===== config.mk =====
export PLATFORM = sky130hd
export DESIGN_NAME = wrr_arbiter_flat
export DESIGN_NICKNAME = d
export VERILOG_FILES = /design/src/rtl/wrr_arbiter_if.sv /design/src/rtl/wrr_arbiter.sv /design/src/flat_wrapper.sv
export SDC_FILE = /design/constraint.sdc
export NUM_CORES = 1
export LEC_CHECK = 0
export CAP_MARGIN = 5
export CORE_ASPECT_RATIO = 0.75
export CORE_MARGIN = 3
export CORE_UTILIZATION = 26
export DETAILED_ROUTE_END_ITERATION = 7
export GPL_TIMING_DRIVEN = 0
export HOLD_SLACK_MARGIN = 0.05
export RECOVER_POWER = 50
export SLEW_MARGIN = 30
export SYNTH_ARGS = -nofsm -noshare
export SYNTH_HDL_FRONTEND = slang
export SYNTH_SLANG_ARGS = --single-unit

===== constraint.sdc =====
create_clock -name clk -period 2.3 [get_ports clk]
set_input_delay 0.46 -clock clk [delete_from_list [all_inputs] [get_ports clk]]
set_output_delay 0.46 -clock clk [all_outputs]
set_load 0.05 [all_outputs]

===== src/rtl/wrr_arbiter_if.sv =====
`default_nettype none
// ============================================================================
//  Module      : wrr_arbiter_if
//  Description : Request/grant bundle between the requesters and wrr_arbiter.
//  Revision    : 1.0 - initial release
// ============================================================================
interface wrr_arbiter_if #(
    parameter int N  = 4,
    parameter int WW = 4
);
    localparam int IW = $clog2(N);

    logic [N-1:0]    req;
    logic [N-1:0]    lock;
    logic [N*WW-1:0] weight;
    logic            mode;
    logic [N-1:0]    grant;
    logic            grant_valid;
    logic [IW-1:0]   grant_id;

    // master = requester side, slave = arbiter side
    modport master (
        output req, lock, weight, mode,
        input  grant, grant_valid, grant_id
    );

    modport slave (
        input  req, lock, weight, mode,
        output grant, grant_valid, grant_id
    );
endinterface
`default_nettype wire


===== src/rtl/wrr_arbiter.sv =====
`default_nettype none
// ============================================================================
//  Module      : wrr_arbiter
//  Description : Weighted round-robin arbiter with burst weights, grant lock
//                and a runtime fixed-priority mode. Registered one-hot grant.
//  Revision    : 1.0 - initial release
// ============================================================================
module wrr_arbiter #(
    parameter int N  = 4,
    parameter int WW = 4
) (
    input  wire logic     clk,
    input  wire logic     reset,
    wrr_arbiter_if.slave  bus
);
    localparam int IW = $clog2(N);

    logic [IW-1:0] r_owner;
    logic [WW-1:0] r_credit;
    logic [IW-1:0] r_ptr;
    logic [N-1:0]  r_grant;
    logic          r_grant_valid;
    logic [IW-1:0] r_grant_id;

    logic [WW-1:0] w_weight [N];
    logic [N-1:0]  w_mask;
    logic [N-1:0]  w_masked_req;
    logic          w_hold;
    logic          w_any_req;
    logic [IW-1:0] w_winner;
    logic [N-1:0]  w_winner_onehot;

    function automatic logic [IW-1:0] f_lowest(input logic [N-1:0] v);
        logic [IW-1:0] idx;
        idx = '0;
        for (int i = N - 1; i >= 0; i--) begin
            if (v[i]) idx = IW'(i);
        end
        return idx;
    endfunction

    // Mask keeps only the indices strictly above the last arbitration winner
    for (genvar g = 0; g < N; g++) begin : g_slice
        assign w_weight[g] = bus.weight[g*WW +: WW];
        assign w_mask[g]   = (g > int'(r_ptr));
    end

    assign w_masked_req = bus.req & w_mask;
    assign w_any_req    = |bus.req;
    assign w_hold       = r_grant_valid && bus.req[r_owner] &&
                          (bus.lock[r_owner] || (r_credit != '0));

    always_comb begin
        w_winner = f_lowest(bus.req);
        if (!bus.mode && (|w_masked_req)) begin
            w_winner = f_lowest(w_masked_req);
        end
        w_winner_onehot = {{(N-1){1'b0}}, 1'b1} << w_winner;
    end

    always_ff @(posedge clk or posedge reset) begin
        if (reset) begin
            r_owner       <= '0;
            r_credit      <= '0;
            r_ptr         <= IW'(N - 1);
            r_grant       <= '0;
            r_grant_valid <= 1'b0;
            r_grant_id    <= '0;
        end else if (w_hold) begin
            // A locked hold freezes the credit; otherwise it is nonzero here
            if (!bus.lock[r_owner]) begin
                r_credit <= r_credit - 1'b1;
            end
        end else if (w_any_req) begin
            r_owner       <= w_winner;
            r_ptr         <= w_winner;
            r_credit      <= w_weight[w_winner];
            r_grant       <= w_winner_onehot;
            r_grant_valid <= 1'b1;
            r_grant_id    <= w_winner;
        end else begin
            r_grant       <= '0;
            r_grant_valid <= 1'b0;
            r_grant_id    <= '0;
        end
    end

    assign bus.grant       = r_grant;
    assign bus.grant_valid = r_grant_valid;
    assign bus.grant_id    = r_grant_id;
endmodule
`default_nettype wire


===== src/flat_wrapper.sv =====
// flat-port wrapper written by rule: the top's interface ports become plain ports
module wrr_arbiter_flat 
#(
    parameter int N  = 4,
    parameter int WW = 4
)
  (clk, reset, bus_req, bus_lock, bus_weight, bus_mode, bus_grant, bus_grant_valid, bus_grant_id);
  wrr_arbiter_if #(.N(N), .WW(WW)) bus_i ();
  input  wire logic clk;
  input  wire logic reset;
  input wire logic [$bits(bus_i.req)-1:0] bus_req;
  input wire logic [$bits(bus_i.lock)-1:0] bus_lock;
  input wire logic [$bits(bus_i.weight)-1:0] bus_weight;
  input wire logic [$bits(bus_i.mode)-1:0] bus_mode;
  output wire logic [$bits(bus_i.grant)-1:0] bus_grant;
  output wire logic [$bits(bus_i.grant_valid)-1:0] bus_grant_valid;
  output wire logic [$bits(bus_i.grant_id)-1:0] bus_grant_id;
  assign bus_i.req = bus_req;
  assign bus_i.lock = bus_lock;
  assign bus_i.weight = bus_weight;
  assign bus_i.mode = bus_mode;
  assign bus_grant = bus_i.grant;
  assign bus_grant_valid = bus_i.grant_valid;
  assign bus_grant_id = bus_i.grant_id;
  wrr_arbiter #(.N(N), .WW(WW)) u_core (.clk(clk), .reset(reset), .bus(bus_i));
endmodule

# --- Word-level counts from Yosys, hierarchy flattened ---
# Index checks and enable logic that the tools add are counted.
word_totals:
  reg_bits: 15
  in_bits: 27
  out_inout_bits: 7
  elab_cells: 50
op_classes:
  add_sub_neg: 1
  order_cmp: 5
  eq_ne: 1
  shift: 1
  muxes: 22
  n_bitwise: 3
  reduce_logical: 11
ops:
  columns: ["cell", "count"]
  rows:
  - ["$mux 4", 6]
  - ["$mux 2", 10]
  - ["$bmux 4 s2", 1]
  - ["$reduce_or 4->1", 2]
  - ["$and 4x4->4", 1]
  - ["$bmux 1 s2", 2]
  - ["$gt 2x2->1 const A", 2]
  - ["$reduce_and 2->1", 2]
  - ["$reduce_bool 4->1", 1]
  - ["$shl 1x2->4 const A", 1]
  - ["$sub 4x1->4 const B", 1]
  - ["$ge 3x3->1 const B", 1]
  - ["$logic_and 1x1->1", 3]
  - ["$lt 2x3->1 const B", 1]
  - ["$mux 1", 3]
  - ["$not 2->3", 1]
  - ["$gt 1x2->1 const A", 1]
  - ["$ne 2x2->1 const B", 1]
  - ["$reduce_bool 2->1", 1]
  - ["$logic_not 1->1", 1]
  - ["$logic_or 1x1->1", 1]
  - ["$not 1->1", 1]

# --- Depth between registers and ports, before layout ---
depth:
  depth_word: 13
  mapped_depth: 8
  ltp_nobuf: 7

# --- Least setup slack after synthesis ---
# OpenSTA, ideal clock, no wires.
synth_timing:
  path_kind: "input-to-reg"
  start: "in bus_req[1]"
  end: "reg u_core.r_credit[3]"
  setup_ns: 0.135
  arrival_time_ns: 1.805
  t_required_ns: 2.165
  path_slack_ns: 0.361
  stages: 6
  path_buffers: 1
  cell_sequence: "clkbuf_1 > mux4_2 > a31oi_4 > o21ai_0 > a32oi_1 > o31ai_1"
synth_via:
  elab_chain_len: 10
  word_cells_on_any_way: 22
  cone_classes: "1 x eq/ne; 12 x mux; 2 x bitwise; 7 x reduce/logical"
synth_lines:
  columns: ["item", "line", "source"]
  rows:
  - ["start: declaration", "flat_wrapper.sv:11", "input wire logic [$bits(bus_i.req)-1:0] bus_req;"]
  - ["$and 4x4->4", "wrr_arbiter.sv:48", "assign w_masked_req = bus.req & w_mask;"]
  - ["$mux 2 / $reduce_or 4->1 (equally long branches)", "wrr_arbiter.sv:37, wrr_arbiter.sv:55", null]
  - ["$mux 2 / $logic_and 1x1->1 (equally long branches)", "wrr_arbiter.sv:37, wrr_arbiter.sv:55", null]
  - ["$mux 2", "wrr_arbiter.sv:55", "if (!bus.mode && (|w_masked_req)) begin"]
  - ["$not 2->3 (not written as such)", "wrr_arbiter.sv:77", "r_credit <= w_weight[w_winner];"]
  - ["$bmux 4 s2", "wrr_arbiter.sv:77", null]
  - ["$mux 4 (not written as such) (2 in series)", "wrr_arbiter.sv:77", null]
  - ["$mux 4", "wrr_arbiter.sv:74", "end else if (w_any_req) begin"]
  - ["$mux 4", "wrr_arbiter.sv:69", "end else if (w_hold) begin"]
  - ["end signal: assignment", "wrr_arbiter.sv:72", "r_credit <= r_credit - 1'b1;"]
  - ["end signal: assignment", "wrr_arbiter.sv:77", null]
  - ["end: declaration", "wrr_arbiter.sv:19", "logic [WW-1:0] r_credit;"]
# Parallel ways exist; a longest one is shown, timed or not. The select of a mux whose other input is x is not followed.
# A chain may end at the register's enable or synchronous reset.

# --- Worst setup path in the final report ---
layout_timing:
  start: "in bus_req[0]"
  end: "reg u_core.r_grant[1], in the netlist u_core.bus.grant[1]"
layout_via:
  elab_chain_len: 6
  word_cells_on_any_way: 13
  cone_classes: "1 x shift; 6 x mux; 1 x bitwise; 5 x reduce/logical"
layout_lines:
  columns: ["item", "line", "source"]
  rows:
  - ["$and 4x4->4", "wrr_arbiter.sv:48", null]
  - ["$reduce_or 4->1", "wrr_arbiter.sv:55", null]
  - ["$logic_and 1x1->1", "wrr_arbiter.sv:55", null]
  - ["$mux 2", "wrr_arbiter.sv:55", null]
  - ["$shl 1x2->4", "wrr_arbiter.sv:58", "w_winner_onehot = {{(N-1){1'b0}}, 1'b1} << w_winner;"]
  - ["$mux 4", "wrr_arbiter.sv:74", null]
  - ["end signal: assignment", "wrr_arbiter.sv:78", "r_grant <= w_winner_onehot;"]
  - ["end: declaration", "wrr_arbiter.sv:21", "logic [N-1:0] r_grant;"]
# Parallel ways exist; a longest one is shown, timed or not. The select of a mux whose other input is x is not followed.

==> run metrics <==
Synth Instances=106; # fillers=376; PD cells=1250 nW/um2; remaining antenna violation count after routing=0; detailed router's first-iteration violation count=82; Crit-path slowest cell=mux4_2; Synth warnings=0; wire per inst=16.6 um; Synth top area share=29.6%; die width=81.1 um; H-tree Lvls=1; Netlist cell types=51; gpl congestion=0.911; crit-path max cell delay=0.59 ns; Req. time, crit path=2.44 ns; chip height=62.3 um; DP Area=1480 um2; relative slew slack=53.4%; Setup crit end=u_core.bus.grant[1]$_DFFE_PP0N_; FF-to-FF Start=u_core.r_owner[0]$_DFFE_PP0P_; CP startpoint kind=input port; Worst Path Arrival=2.39 ns; CP Class=in2reg; number of synthesized flops with an enable pin=0; Post-CTS Hold Buffers=0; CTS Buf Count=3; Avg Synthesized Cell Area=10.4 um2; Hold Vio Cnt, Final=0; fmax=446 MHz; Layout Utilization=42.2%; Hold Path Stages=1; Via-to-Cell Ratio=5.35; clock slew at reported path FFs=0.07 ns; max-cap viol count=0; CTS Sinks=15; initial antenna violation count=0; Reg2Reg Setup Slack=0.25 ns; share of flip-flops with an asynchronous set or reset=100%; Nets=177; Slew Limit Fails=0; DRT Pass-1 Iters=4; crit path cell chain=clkdlybuf4s50_1 > mux4_2 > buf_12 > o311ai_4 > buf_4 > mux2_2; CTS Root Buffer Type=clkbuf_8; Leak=0.665 nW; die footprint=5050 um2; CTS max path bufs=2; vias in the first global route=997; diode count=0; Worst-Skew Late Latency=0.26 ns; post-synthesis sequential area ratio=34.4%; Layout area overhead=47.7%; Setup crit start=bus_req[0]; crit end category=flip-flop; Overflow after GRT=0; I/O Buffers=31; peak supply drop=0.000516 V; Placement Rows=19; Setup-failing EPs final=0; top post-synthesis cells by area=dfrtp_1 (30%), dfstp_2 (4.8%), mux4_2 (4.1%); Initial Util=28.6%; io pins=34; first-pass GRT wire length=5.12 mm; Post-Synthesis Cell Area=1100 um2; most common cell in the netlist=dfrtp_1; Final Critical Period=2.24 ns; most instantiated cells after synthesis=dfrtp_1 (13), inv_1 (6), nand2_1 (6), nor2_1 (6), o21ai_0 (6); period utilization=97.5%; routed vias=1069; Worst Tran Pin Value=0.692 ns; status=finished, final reports clean; Setup Skew=0.00493 ns; hpwl dp=2.45 mm; syn_nets=134; Tot GR Track Use=13.0%; TritonCTS clock tree=built; reg2reg end=u_core.bus.grant[1]$_DFFE_PP0N_; share of layout cells above drive strength 1=24.3%; Non-Filler Cell Area, Final=1620 um2; Max FO, Critical Path=7; HP Class=reg2reg; largest net degree at the start of global routing=16; Synth area leader=dfrtp_1; Register-to-Register Path Depth=4; register bit total from synthesis=15; aggregate routed wire length=3.33 mm; DR DRC count=0; Core Area=3850 um2; Most used DFF post-synth=dfrtp_1
-- area by class of cell --
type,count,area (um2),area share (%)
timing repair buffer,38,374,23.0
buffer,4,25.0,1.54
clock inverter,1,7.51,0.462
multi-input combinational,81,711,43.8
inverter,6,22.5,1.39
tap,52,65.1,4.01
clock buffer,3,41.3,2.54
sequential,15,378,23.3
-- report_power, final --
part | internal [W] | switching, W
clock | 0.000122 | 0.000108
combinational | 0.000591 | 0.000684
sequential | 0.000404 | 0.000118
-- worst min path at each step --
stage,start,end,slack [ns]
floorplan,reset,u_core.bus.grant[0]$_DFFE_PP0N_,0.36
global placement,u_core.bus.grant_id[1]$_DFFE_PP0N_,u_core.bus.grant_id[1]$_DFFE_PP0N_,0.47
detailed placement,u_core.bus.grant[0]$_DFFE_PP0N_,u_core.bus.grant[0]$_DFFE_PP0N_,0.46
CTS,u_core.bus.grant[0]$_DFFE_PP0N_,u_core.bus.grant[0]$_DFFE_PP0N_,0.49
global route,u_core.bus.grant[0]$_DFFE_PP0N_,u_core.bus.grant[0]$_DFFE_PP0N_,0.51
finish,u_core.bus.grant_id[1]$_DFFE_PP0N_,u_core.bus.grant_id[1]$_DFFE_PP0N_,0.48
-- sequential cells by signal (all words and copies together), names as in the netlist --
| signal | flops |
|---|---|
| u_core.bus.grant | 4 |
| u_core.bus.grant_id | 2 |
| u_core.bus.grant_valid | 1 |
| u_core.r_credit | 4 |
| u_core.r_owner | 2 |
| u_core.r_ptr | 2 |
-- timing repair --
item                                    CTS  global route
gates resized for setup                   5             6
endpoints found under the setup margin    3             4
pin swaps                                 0             2
buffers inserted                          0             7
-- logic make-up (layout without fill, tap and decap cells) --
kind of cell               count (synthesis)  count (layout)  share of synthesized area (%)
DFF                                       15              15                           34.4
buffers and inverters                     10              52                           4.21
AOI/OAI and AO/OA                         48              48                           40.3
muxes                                      3               3                           5.12
adders and majority gates                  1               1                           1.14
and+or+nand+nor                           29              29                           14.9
-- cell usage in the layout, fill, tap and decap left out, types with 2 or more instances in the layout --
master,count
dfrtp_1,13
a22oi_1,2
clkbuf_8,3
nor2_1,6
o21ai_0,5
a221oi_1,2
inv_1,6
and2_1,2
nand2_1,5
o211ai_1,2
o31ai_1,2
clkdlybuf4s50_1,27
nand3_1,2
mux4_2,2
o211a_1,4
buf_2,2
a22o_1,3
a22o_2,2
nor2b_1,3
nor3_1,2
buf_4,6
dfstp_2,2
a32o_1,2
dlygate4sd3_1,3
a2111oi_2,2
a21o_1,2
-- through the flow --
stage	hold slack (ns)	std cells	power, W	worst slack (ns)	TNS, ns
after detailed placement	0.464	189	0.00163	-0.396	-2.25
final	0.485	200	0.00203	0.0567	0
after CTS	0.486	193	0.00188	0.00856	0
after global placement	0.474	189	0.00160	-0.359	-2.31
after floorplan	0.360	106	0.00132	0.361	0
after global routing	0.510	200	0.00215	-0.00950	-0.0117
-- critical path: cells and delay by family --
kind | cells | cell delay [ns]
AO/OA/AOI/OAI | 1 | 0.08
buffers and inverters | 3 | 0.91
multiplexers | 2 | 0.92
-- routing by layer --
layer  vias to the layer above  share of wire [%]  global-route usage [%]
met3                         4                3.8                    2.75
met1                       521                 47                    19.2
met2                        31                 49                    19.3
met4                         0               0.72                    2.53
li1                        513                  -                       -
met5                         -                  0                       0
No activity file was read; power rests on OpenSTA's default activity.
